**config.mk**
```make
export PLATFORM = sky130hd
export DESIGN_NAME = axi4_port_bridge
export DESIGN_NICKNAME = d
export VERILOG_FILES = /design/src/rtl/axi4_port_pkg.sv /design/src/rtl/axi4_skid_buf.sv /design/src/rtl/axi4_port_bridge.sv
export SDC_FILE = /design/constraint.sdc
export NUM_CORES = 1
export LEC_CHECK = 0
export BUFFER_PORTS_ARGS = -buffer_cell sky130_fd_sc_hd__buf_4
export CAP_MARGIN = 20
export CORE_MARGIN = 3
export CORE_UTILIZATION = 30
export CTS_CLUSTER_DIAMETER = 60
export DETAILED_ROUTE_END_ITERATION = 10
export SYNTH_ARGS = -nofsm -noshare
export SYNTH_HDL_FRONTEND = slang
export SYNTH_SLANG_ARGS = --single-unit
```
**constraint.sdc**
```tcl
create_clock -name clk -period 2.9 [get_ports clk]
set_input_delay 0.29 -clock clk [delete_from_list [all_inputs] [get_ports clk]]
set_output_delay 0.29 -clock clk [all_outputs]
set_load 0.005 [all_outputs]
```
**src/rtl/axi4_port_pkg.sv**
```systemverilog
// Shared AXI4 codes and the AW/AR attribute payload for axi4_port_bridge.
package axi4_port_pkg;

  typedef enum logic [1:0] {
    RESP_OKAY   = 2'b00,
    RESP_EXOKAY = 2'b01,
    RESP_SLVERR = 2'b10,
    RESP_DECERR = 2'b11
  } axi_resp_e;

  typedef enum logic [1:0] {
    BURST_FIXED = 2'b00,
    BURST_INCR  = 2'b01,
    BURST_WRAP  = 2'b10
  } axi_burst_e;

  localparam int LEN_W   = 8;
  localparam int SIZE_W  = 3;
  localparam int BURST_W = 2;
  localparam int CACHE_W = 4;
  localparam int PROT_W  = 3;
  localparam int QOS_W   = 4;

  // Address-channel attributes; id and addr widths vary per port and are packed alongside.
  typedef struct packed {
    logic [LEN_W-1:0]   len;
    logic [SIZE_W-1:0]  size;
    logic [BURST_W-1:0] burst;
    logic               lock;
    logic [CACHE_W-1:0] cache;
    logic [PROT_W-1:0]  prot;
    logic [QOS_W-1:0]   qos;
  } axi_ax_attr_t;

  localparam int AX_ATTR_W = $bits(axi_ax_attr_t);

  function automatic logic [31:0] sat_add(input logic [31:0] a, input logic [1:0] inc);
    logic [32:0] s;
    s = {1'b0, a} + {31'b0, inc};
    return s[32] ? 32'hFFFF_FFFF : s[31:0];
  endfunction

endpackage

```
**src/rtl/axi4_skid_buf.sv**
```systemverilog
// Two-entry registered skid buffer: output register plus spill register.
// Valid/ready: a beat moves when valid and ready are both high at a rising edge;
// in_ready_o depends only on local registers, so no ready path runs combinationally through.
module axi4_skid_buf #(
  parameter int WIDTH = 8
) (
  input  logic             clk,
  input  logic             reset_n,
  input  logic             in_valid_i,
  output logic             in_ready_o,
  input  logic [WIDTH-1:0] in_data_i,
  output logic             out_valid_o,
  input  logic             out_ready_i,
  output logic [WIDTH-1:0] out_data_o
);

  logic             out_valid_q, out_valid_d;
  logic [WIDTH-1:0] out_data_q, out_data_d;
  logic             spill_valid_q, spill_valid_d;
  logic [WIDTH-1:0] spill_data_q, spill_data_d;
  logic             in_fire, out_fire;

  assign in_ready_o  = ~spill_valid_q;
  assign in_fire     = in_valid_i & ~spill_valid_q;
  assign out_fire    = out_valid_q & out_ready_i;
  assign out_valid_o = out_valid_q;
  assign out_data_o  = out_data_q;

  always_comb begin
    out_valid_d   = out_valid_q;
    out_data_d    = out_data_q;
    spill_valid_d = spill_valid_q;
    spill_data_d  = spill_data_q;
    if (spill_valid_q) begin
      if (out_fire) begin
        out_data_d    = spill_data_q;
        spill_valid_d = 1'b0;
      end
    end else if (in_fire) begin
      // The spill register only catches a beat that the output register cannot take.
      if (!out_valid_q || out_fire) begin
        out_valid_d = 1'b1;
        out_data_d  = in_data_i;
      end else begin
        spill_valid_d = 1'b1;
        spill_data_d  = in_data_i;
      end
    end else if (out_fire) begin
      out_valid_d = 1'b0;
    end
  end

  always_ff @(posedge clk or negedge reset_n) begin
    if (!reset_n) begin
      out_valid_q   <= 1'b0;
      out_data_q    <= '0;
      spill_valid_q <= 1'b0;
      spill_data_q  <= '0;
    end else begin
      out_valid_q   <= out_valid_d;
      out_data_q    <= out_data_d;
      spill_valid_q <= spill_valid_d;
      spill_data_q  <= spill_data_d;
    end
  end

endmodule

```
**src/rtl/axi4_port_bridge.sv**
```systemverilog
// AXI4 port bridge: skid buffers on all channels, address rebasing, outstanding limits.
// Optional statistics counters are enabled by defining AXI4_PORT_BRIDGE_STATS_EN.
module axi4_port_bridge
  import axi4_port_pkg::*;
#(
  parameter int          ID_W            = 5,
  parameter int          DATA_W          = 64,
  parameter int          IN_ADDR_W       = 32,
  parameter int          OUT_ADDR_W      = 64,
  parameter logic [63:0] ADDR_BASE       = 64'h0,
  parameter int          MAX_OUTSTANDING = 8
) (
  input  logic                  clk,
  input  logic                  reset_n,
  input  logic                  s_aw_valid,
  output logic                  s_aw_ready,
  input  logic [ID_W-1:0]       s_aw_id,
  input  logic [IN_ADDR_W-1:0]  s_aw_addr,
  input  logic [7:0]            s_aw_len,
  input  logic [2:0]            s_aw_size,
  input  logic [1:0]            s_aw_burst,
  input  logic                  s_aw_lock,
  input  logic [3:0]            s_aw_cache,
  input  logic [2:0]            s_aw_prot,
  input  logic [3:0]            s_aw_qos,
  input  logic                  s_w_valid,
  output logic                  s_w_ready,
  input  logic [DATA_W-1:0]     s_w_data,
  input  logic [DATA_W/8-1:0]   s_w_strb,
  input  logic                  s_w_last,
  output logic                  s_b_valid,
  input  logic                  s_b_ready,
  output logic [ID_W-1:0]       s_b_id,
  output logic [1:0]            s_b_resp,
  input  logic                  s_ar_valid,
  output logic                  s_ar_ready,
  input  logic [ID_W-1:0]       s_ar_id,
  input  logic [IN_ADDR_W-1:0]  s_ar_addr,
  input  logic [7:0]            s_ar_len,
  input  logic [2:0]            s_ar_size,
  input  logic [1:0]            s_ar_burst,
  input  logic                  s_ar_lock,
  input  logic [3:0]            s_ar_cache,
  input  logic [2:0]            s_ar_prot,
  input  logic [3:0]            s_ar_qos,
  output logic                  s_r_valid,
  input  logic                  s_r_ready,
  output logic [ID_W-1:0]       s_r_id,
  output logic [DATA_W-1:0]     s_r_data,
  output logic [1:0]            s_r_resp,
  output logic                  s_r_last,
  output logic                  m_aw_valid,
  input  logic                  m_aw_ready,
  output logic [ID_W-1:0]       m_aw_id,
  output logic [OUT_ADDR_W-1:0] m_aw_addr,
  output logic [7:0]            m_aw_len,
  output logic [2:0]            m_aw_size,
  output logic [1:0]            m_aw_burst,
  output logic                  m_aw_lock,
  output logic [3:0]            m_aw_cache,
  output logic [2:0]            m_aw_prot,
  output logic [3:0]            m_aw_qos,
  output logic                  m_w_valid,
  input  logic                  m_w_ready,
  output logic [DATA_W-1:0]     m_w_data,
  output logic [DATA_W/8-1:0]   m_w_strb,
  output logic                  m_w_last,
  input  logic                  m_b_valid,
  output logic                  m_b_ready,
  input  logic [ID_W-1:0]       m_b_id,
  input  logic [1:0]            m_b_resp,
  output logic                  m_ar_valid,
  input  logic                  m_ar_ready,
  output logic [ID_W-1:0]       m_ar_id,
  output logic [OUT_ADDR_W-1:0] m_ar_addr,
  output logic [7:0]            m_ar_len,
  output logic [2:0]            m_ar_size,
  output logic [1:0]            m_ar_burst,
  output logic                  m_ar_lock,
  output logic [3:0]            m_ar_cache,
  output logic [2:0]            m_ar_prot,
  output logic [3:0]            m_ar_qos,
  input  logic                  m_r_valid,
  output logic                  m_r_ready,
  input  logic [ID_W-1:0]       m_r_id,
  input  logic [DATA_W-1:0]     m_r_data,
  input  logic [1:0]            m_r_resp,
  input  logic                  m_r_last
`ifdef AXI4_PORT_BRIDGE_STATS_EN
  ,
  output logic [31:0]           stat_wr_done,
  output logic [31:0]           stat_rd_done,
  output logic [31:0]           stat_err
`endif
);

  localparam int AW_W  = ID_W + OUT_ADDR_W + AX_ATTR_W;
  localparam int W_W   = DATA_W + DATA_W / 8 + 1;
  localparam int B_W   = ID_W + 2;
  localparam int R_W   = ID_W + DATA_W + 3;
  localparam int CNT_W = $clog2(MAX_OUTSTANDING + 1);
  localparam logic [CNT_W-1:0]      MAX_C  = CNT_W'(MAX_OUTSTANDING);
  localparam logic [OUT_ADDR_W-1:0] BASE_C = OUT_ADDR_W'(ADDR_BASE);

  logic             rel_q;
  logic [CNT_W-1:0] wr_cnt_q, wr_cnt_d, rd_cnt_q, rd_cnt_d;
  logic             aw_rdy, w_rdy, b_rdy, ar_rdy, r_rdy;
  logic             aw_fire, b_fire, ar_fire, r_fire, r_last_fire;
  axi_ax_attr_t     s_aw_attr, s_ar_attr, m_aw_attr, m_ar_attr;
  logic [AW_W-1:0]  aw_out, ar_out;
  logic [W_W-1:0]   w_out;
  logic [B_W-1:0]   b_out;
  logic [R_W-1:0]   r_out;

  assign s_aw_attr = '{len: s_aw_len, size: s_aw_size, burst: s_aw_burst, lock: s_aw_lock,
                       cache: s_aw_cache, prot: s_aw_prot, qos: s_aw_qos};
  assign s_ar_attr = '{len: s_ar_len, size: s_ar_size, burst: s_ar_burst, lock: s_ar_lock,
                       cache: s_ar_cache, prot: s_ar_prot, qos: s_ar_qos};

  // Readies come only from registers: release flag, skid occupancy, outstanding counters.
  assign s_aw_ready = rel_q & aw_rdy & (wr_cnt_q < MAX_C);
  assign s_ar_ready = rel_q & ar_rdy & (rd_cnt_q < MAX_C);
  assign s_w_ready  = rel_q & w_rdy;
  assign m_b_ready  = rel_q & b_rdy;
  assign m_r_ready  = rel_q & r_rdy;

  assign aw_fire     = s_aw_valid & s_aw_ready;
  assign ar_fire     = s_ar_valid & s_ar_ready;
  assign b_fire      = s_b_valid & s_b_ready;
  assign r_fire      = s_r_valid & s_r_ready;
  assign r_last_fire = r_fire & s_r_last;

  axi4_skid_buf #(.WIDTH(AW_W)) u_aw (
    .clk, .reset_n, .in_valid_i(aw_fire), .in_ready_o(aw_rdy),
    .in_data_i({s_aw_id, OUT_ADDR_W'(s_aw_addr) + BASE_C, s_aw_attr}),
    .out_valid_o(m_aw_valid), .out_ready_i(m_aw_ready), .out_data_o(aw_out));

  axi4_skid_buf #(.WIDTH(W_W)) u_w (
    .clk, .reset_n, .in_valid_i(s_w_valid & s_w_ready), .in_ready_o(w_rdy),
    .in_data_i({s_w_data, s_w_strb, s_w_last}),
    .out_valid_o(m_w_valid), .out_ready_i(m_w_ready), .out_data_o(w_out));

  axi4_skid_buf #(.WIDTH(B_W)) u_b (
    .clk, .reset_n, .in_valid_i(m_b_valid & m_b_ready), .in_ready_o(b_rdy),
    .in_data_i({m_b_id, m_b_resp}),
    .out_valid_o(s_b_valid), .out_ready_i(s_b_ready), .out_data_o(b_out));

  axi4_skid_buf #(.WIDTH(AW_W)) u_ar (
    .clk, .reset_n, .in_valid_i(ar_fire), .in_ready_o(ar_rdy),
    .in_data_i({s_ar_id, OUT_ADDR_W'(s_ar_addr) + BASE_C, s_ar_attr}),
    .out_valid_o(m_ar_valid), .out_ready_i(m_ar_ready), .out_data_o(ar_out));

  axi4_skid_buf #(.WIDTH(R_W)) u_r (
    .clk, .reset_n, .in_valid_i(m_r_valid & m_r_ready), .in_ready_o(r_rdy),
    .in_data_i({m_r_id, m_r_data, m_r_resp, m_r_last}),
    .out_valid_o(s_r_valid), .out_ready_i(s_r_ready), .out_data_o(r_out));

  assign {m_aw_id, m_aw_addr, m_aw_attr}    = aw_out;
  assign {m_ar_id, m_ar_addr, m_ar_attr}    = ar_out;
  assign {m_w_data, m_w_strb, m_w_last}     = w_out;
  assign {s_b_id, s_b_resp}                 = b_out;
  assign {s_r_id, s_r_data, s_r_resp, s_r_last} = r_out;

  assign m_aw_len   = m_aw_attr.len;
  assign m_aw_size  = m_aw_attr.size;
  assign m_aw_burst = m_aw_attr.burst;
  assign m_aw_lock  = m_aw_attr.lock;
  assign m_aw_cache = m_aw_attr.cache;
  assign m_aw_prot  = m_aw_attr.prot;
  assign m_aw_qos   = m_aw_attr.qos;
  assign m_ar_len   = m_ar_attr.len;
  assign m_ar_size  = m_ar_attr.size;
  assign m_ar_burst = m_ar_attr.burst;
  assign m_ar_lock  = m_ar_attr.lock;
  assign m_ar_cache = m_ar_attr.cache;
  assign m_ar_prot  = m_ar_attr.prot;
  assign m_ar_qos   = m_ar_attr.qos;

  always_comb begin
    wr_cnt_d = wr_cnt_q;
    rd_cnt_d = rd_cnt_q;
    if (aw_fire && !b_fire)      wr_cnt_d = wr_cnt_q + CNT_W'(1);
    else if (!aw_fire && b_fire) wr_cnt_d = wr_cnt_q - CNT_W'(1);
    if (ar_fire && !r_last_fire)      rd_cnt_d = rd_cnt_q + CNT_W'(1);
    else if (!ar_fire && r_last_fire) rd_cnt_d = rd_cnt_q - CNT_W'(1);
  end

  always_ff @(posedge clk or negedge reset_n) begin
    if (!reset_n) begin
      rel_q    <= 1'b0;
      wr_cnt_q <= '0;
      rd_cnt_q <= '0;
    end else begin
      rel_q    <= 1'b1;
      wr_cnt_q <= wr_cnt_d;
      rd_cnt_q <= rd_cnt_d;
    end
  end

`ifdef AXI4_PORT_BRIDGE_STATS_EN
  logic [31:0] stat_wr_q, stat_rd_q, stat_err_q;
  logic        b_err, r_err;

  assign b_err = b_fire & (s_b_resp != RESP_OKAY);
  assign r_err = r_fire & (s_r_resp != RESP_OKAY);

  always_ff @(posedge clk or negedge reset_n) begin
    if (!reset_n) begin
      stat_wr_q  <= '0;
      stat_rd_q  <= '0;
      stat_err_q <= '0;
    end else begin
      stat_wr_q  <= sat_add(stat_wr_q, {1'b0, b_fire});
      stat_rd_q  <= sat_add(stat_rd_q, {1'b0, r_last_fire});
      stat_err_q <= sat_add(stat_err_q, {1'b0, b_err} + {1'b0, r_err});
    end
  end

  assign stat_wr_done = stat_wr_q;
  assign stat_rd_done = stat_rd_q;
  assign stat_err     = stat_err_q;
`endif

endmodule

```
# Yosys cells after proc, flatten, opt, wreduce, memory -nomap -nowiden

Cells that the tools add are included.

Input bits: 288
Word-level logic and storage cells: 181
Register bits after elaboration: 635

Bitwise logic cells: 33
Order comparisons: 2
Reduce and logical (&&, ||, !) cells: 50
Multiplexer cells: 59
Eq/ne operators: 10
$add $sub $neg: 4

Operators with widths:

| kind                | number |
|---|---|
| $mux 94             | 8 |
| $mux 73             | 4 |
| $mux 72             | 4 |
| $reduce_and 3->1    | 15 |
| $mux 1              | 35 |
| $reduce_bool 2->1   | 17 |
| $mux 7              | 4 |
| $and 1x1->1         | 23 |
| $ne 2x2->1 const B  | 10 |
| $mux 4              | 4 |
| $not 1->1           | 10 |
| $logic_not 1->1     | 9 |
| $add 4x1->4 const B | 2 |
| $lt 4x4->1 const B  | 2 |
| $sub 4x1->4 const B | 2 |
| $logic_or 1x1->1    | 5 |
| $logic_and 1x1->1   | 4 |

# Depth between registers and ports, before layout

Word-level depth: 8
Depth in mapped cells: 9
Gate-level depth less buffers: 8

# Cells and area by module

Synthesis repeated with hierarchy kept, for this count alone.

Cell total of the unflattened synthesis: 1,940
Area, all modules: 30,940.9 um2

Modules (own cells, without submodules):

| module                   | times used | area an instance (um2) | seq. area each (um2) | cells an instance |
|---|---|---|---|---|
| axi4_skid_buf (u_ar ...) | 2          | 8,425.6                | 4,754.6              | 513 |
| axi4_skid_buf (u_w)      | 1          | 6,347.3                | 3,703.6              | 399 |
| axi4_skid_buf (u_r)      | 1          | 6,308.6                | 3,653.5              | 394 |
| axi4_skid_buf (u_b)      | 1          | 719.4                  | 400.4                | 48 |
| axi4_port_bridge         | 1          | 714.4                  | 225.2                | 73 |

# Worst setup path before layout

Ideal clock, no wire load.

Path kind: reg2reg
Start: register rd_cnt_q[3]
End: register rd_cnt_q[3]
Setup slack: 0.634 ns
Setup time: 0.131 ns
Stages on the path, launching flop included: 9
Arrival: 2.135 ns
Cells stage by stage: dfrtp_1 -> nand4bb_4 -> inv_1 -> ha_1 -> inv_1 -> ha_1 -> or4_1 -> o211ai_1 -> o211ai_1

Cells in the longest elaborated chain, start to end: 6
Elaborated cells on any way between the ends: 11

Ends and longest elaborated chain:

| element                            | line                    | RTL |
|---|---|---|
| start, declared                    | axi4_port_bridge.sv:106 | `logic [CNT_W-1:0] wr_cnt_q, wr_cnt_d, rd_cnt_q, rd_cnt_d;` |
| start signal, assigned             | axi4_port_bridge.sv:196 | `rd_cnt_q <= rd_cnt_d;` |
| $lt 4x4->1                         | axi4_port_bridge.sv:122 | `assign s_ar_ready = rel_q & ar_rdy & (rd_cnt_q < MAX_C);` |
| $and 1x1->1                        | axi4_port_bridge.sv:122 |  |
| $and 1x1->1                        | axi4_port_bridge.sv:128 | `assign ar_fire = s_ar_valid & s_ar_ready;` |
| $logic_not 1->1                    | axi4_port_bridge.sv:185 | `else if (!ar_fire && r_last_fire) rd_cnt_d = rd_cnt_q - CNT_W'(1);` |
| $logic_and 1x1->1                  | axi4_port_bridge.sv:185 |  |
| $reduce_bool 2->1 (no source line) | n/a                     |  |

Several ways; a longest one is shown, not always the timed one. The select of a mux whose other input is x is not followed.
A chain may end at the register's enable or synchronous reset.

# Final worst setup path

Start: register rel_q
End: register wr_cnt_q[3]

Cells in the longest elaborated chain, start to end: 6
Elaborated cells on any way between the ends: 8

Ends and longest elaborated chain:

| element                            | line                    | RTL |
|---|---|---|
| start, declared                    | axi4_port_bridge.sv:105 | `logic rel_q;` |
| start signal, assigned             | axi4_port_bridge.sv:190 | `rel_q <= 1'b0;` |
| start signal, assigned             | axi4_port_bridge.sv:194 | `rel_q <= 1'b1;` |
| $and 1x1->1 (*) (2 in series)      | axi4_port_bridge.sv:121 | `assign s_aw_ready = rel_q & aw_rdy & (wr_cnt_q < MAX_C);` |
| $and 1x1->1 (*)                    | axi4_port_bridge.sv:127 | `assign aw_fire = s_aw_valid & s_aw_ready;` |
| $logic_not 1->1                    | axi4_port_bridge.sv:183 | `else if (!aw_fire && b_fire) wr_cnt_d = wr_cnt_q - CNT_W'(1);` |
| $logic_and 1x1->1                  | axi4_port_bridge.sv:183 |  |
| $reduce_bool 2->1 (no source line) | n/a                     |  |
| end signal, assigned               | axi4_port_bridge.sv:195 | `wr_cnt_q <= wr_cnt_d;` |
| end, declared                      | axi4_port_bridge.sv:106 |  |

Mark *: on every way between the ends. The rest lies on a longest branch, timed or not.

==> impl_metrics.env <==
export IMPL_post_cts_buffers=0
export IMPL_max_freq_ghz=0.394
export IMPL_crit_fanout=9
export IMPL_grt_pass1_vias=18600
export IMPL_cts_clk_slew_worst_paths_ps=50
export IMPL_maxCapViolCount=0
export IMPL_reg2reg_depth=9
export IMPL_port_buffer_count=573
export IMPL_worst_slew_pin_slew_ps=1010
export IMPL_ys_top_cells_by_area="dfrtp_1 56%, mux2_2 33%, mux2_1 3.7%"
export IMPL_status="complete, no violations"
export IMPL_post_dp_cell_area_um2=31000
export IMPL_hold_slack_ps=80.8
export IMPL_yosys_register_bits=571
export IMPL_grt_usage=0.149
export IMPL_ys_warn_count=0
export IMPL_r2r_end="wr_cnt_q[3]"
export IMPL_holdCritStartpoint="s_ar_valid"
export IMPL_path_class="flop to flop"
export IMPL_yosysSeqAreaShare=0.557
export IMPL_num_fill_cells=7674
export IMPL_min_to="u_ar.out_valid_o"
export IMPL_rsz0062_at_grt="false"
export IMPL_dp_slack_ps=316
export IMPL_fin_ws_ps=360
export IMPL_syn_cell_area_um2=25600
export IMPL_io_pins=638
export IMPL_end_kind="flop"
export IMPL_synth_largest_area_cell="dfrtp_1"
export IMPL_vdd_drop_max_mv=0.572
export IMPL_grt_max_degree=73
export IMPL_ctsLongestPathBuffers=3
export IMPL_cts_sinks=571
export IMPL_clkLatencyLatePin_ps=600
export IMPL_die_x_um=298
export IMPL_dr_total_vias=16600
export IMPL_synthCells=1656
export IMPL_synth_top_family_by_area="multiplexers"
export IMPL_syn_avg_cell_area_um2=15.5
export IMPL_yosysTopAreaCellShare=0.557
export IMPL_final_area_um2=36300
export IMPL_setup_viol=0
export IMPL_antenna_found_initial=6
export IMPL_nNetsFinal=2834
export IMPL_die_area_um2=89000
export IMPL_synth_simple_area_share=0.0138
export IMPL_hold_depth=3
export IMPL_r2r_start="rel_q"
export IMPL_setup_tns_ps=0
export IMPL_core_area_um2=84200
export IMPL_start_kind="flop"
export IMPL_critPathRequiredTime_ps=3360
export IMPL_wl_mm=67.7
export IMPL_fp_row_count=106
export IMPL_tritoncts="yes"
export IMPL_power_density_nw_per_um2=978
export IMPL_hp_class="input port to flop"
export IMPL_drv_slew=0
export IMPL_grt_pass1_wl_mm=106
export IMPL_die_h_um=298
export IMPL_final_hold_viol_count=0
export IMPL_wl_per_cell_um=18.1
export IMPL_p_leak_uw=0.0163
export IMPL_post_cts_resized=0
export IMPL_r2r_setup_slack_ps=360
export IMPL_ff_latch_area_um2=14300
export IMPL_drc=0
export IMPL_synth_compound_area_frac=0.00873
export IMPL_via_per_inst=4.45
export IMPL_clock_root_buffer="clkbuf_16"
export IMPL_final_antenna_net_count=0
export IMPL_synthMuxAreaShare=0.365
export IMPL_globalplace_congestion=0.777
export IMPL_cts_buffers=76
export IMPL_fin_crit_ps=2540
export IMPL_slew_headroom=0.330
export IMPL_dpl_hpwl_mm=46.4
export IMPL_cts_max_level=3
export IMPL_drive_above_1_share=0.576
export IMPL_start_util=0.304
export IMPL_synth_xor_area_share=0.00137
export IMPL_synth_fa_ha_area_frac=0.00449
export IMPL_clock_skew_ps=27.1
export IMPL_area_delta_synth_final_pct=41.7
export IMPL_drt_iter0_drc=531
export IMPL_timing_final_crit_share=0.876
export IMPL_power_total_uw=35500
export IMPL_synth_distinct_cells=40
export IMPL_arrival_ps=3000
export IMPL_grt_overflow_total=0
export IMPL_first_pass_iters=4
export IMPL_multi_input_area_um2=10400
cell type report:
class	count	share of cell area
clock buffer	106	0.0602
clock inverter	29	0.00861
sequential	571	0.394
tap	1134	0.0391
inverter	9	0.000930
antenna	5	0.000344
multi-input combinational	985	0.285
timing repair buffer	895	0.212
worst max-delay path: stages, from the launching register on:
cell       delay [ps]
dfrtp_1           380
buf_4             280
nand4bb_4         170
inv_2             100
ha_1              250
inv_1             130
ha_1              380
or4_1             510
o211ai_1          110
o211ai_1          110
timing repair:
action	CTS	global route
setup endpoints to repair	0	0
endpoints found under the hold margin	336	0
hold buffers	284	0
worst max-delay path by stage:
stage                                from  cells past startpoint     endpoint  slack (ps)
after floorplan               rd_cnt_q[3]                      8  rd_cnt_q[3]         630
after global placement    u_r.out_valid_o                      7  rd_cnt_q[3]         410
after detailed placement            rel_q                      9  wr_cnt_q[3]         320
after CTS                           rel_q                      9  wr_cnt_q[3]         310
after global routing                rel_q                      9  wr_cnt_q[3]         130
final                               rel_q                      9  wr_cnt_q[3]         360
metal layers:
metal / up-vias / part of all wire / global-route usage
li1: 7598 / - / -
met1: 8398 / 0.39 / 0.170
met2: 456 / 0.51 / 0.264
met3: 155 / 0.061 / 0.0389
met4: 0 / 0.041 / 0.0617
met5: - / 0 / 0
through the flow:
step,util,instances
2_1_floorplan,-,1719
3_3_place_gp,0.368,3310
3_5_place_dp,0.368,3310
4_1_cts,0.431,3729
5_1_grt,0.431,3732
6_report,0.431,3734
cells in the mapped netlist, drive strengths merged:
master / instances
clkbuf: 13
fa: 2
nor2b: 4
a2111o: 2
o21ai: 7
nor3: 2
or4: 2
nand2: 19
mux2: 830
nand4bb: 2
ha: 6
and2b: 1
conb: 2
a21oi: 10
a22oi: 3
or3: 2
xnor2: 4
o211ai: 4
nand3: 5
a21o: 3
buf: 141
nor3b: 5
nand3b: 5
inv: 9
mux2i: 2
dfrtp: 571
flip-flops by register name (all words and copies together), names as in the netlist, 4 cells and up:
name / flops
u_aw.out_data_o: 62
u_w.out_data_o: 73
u_r.out_data_o: 72
wr_cnt_q: 4
u_w.spill_data_q: 73
u_b.spill_data_q: 7
u_aw.spill_data_q: 62
u_ar.out_data_o: 62
u_r.spill_data_q: 72
u_ar.spill_data_q: 62
rd_cnt_q: 4
u_b.out_data_o: 7
cells in the final DEF, fill, tap and decap left out, drive strengths merged:
cell type and count:
a2111o 2, a21o 3, a21oi 10, a22oi 3, and2b 1, buf 611, bufinv 3, clkbuf 106
clkinv 13, clkinvlp 4, conb 65, dfrtp 571, diode 5, dlygate4sd3 284, fa 2, ha 6
inv 18, mux2 830, mux2i 2, nand2 19, nand3 5, nand3b 5, nand4bb 2, nor2b 4
nor3 2, nor3b 5, o211ai 4, o21ai 7, or3 2, or4 2, xnor2 4
kinds of logic after synthesis:
| family | after synthesis |
|---|---|
| XOR/XNOR | 4 |
| multiplexers | 832 |
| AO/OA/AOI/OAI | 29 |
| AND/OR/NAND/NOR | 47 |
| buffers and inverters | 163 |
| other | 2 |
| adder cells (fa/ha/maj) | 8 |
| flip-flops | 571 |
where the power goes:
| group | switching, µW | internal, µW | total, µW | leakage, µW |
|---|---|---|---|---|
| Sequential | 2170 | 11900 | 14100 | 0.00691 |
| Clock | 3620 | 5590 | 9210 | 0.00122 |
| Combinational | 4510 | 7730 | 12200 | 0.00814 |
| Total | 10300 | 25200 | 35500 | 0.0163 |
(Power assumes the default switching activity.)
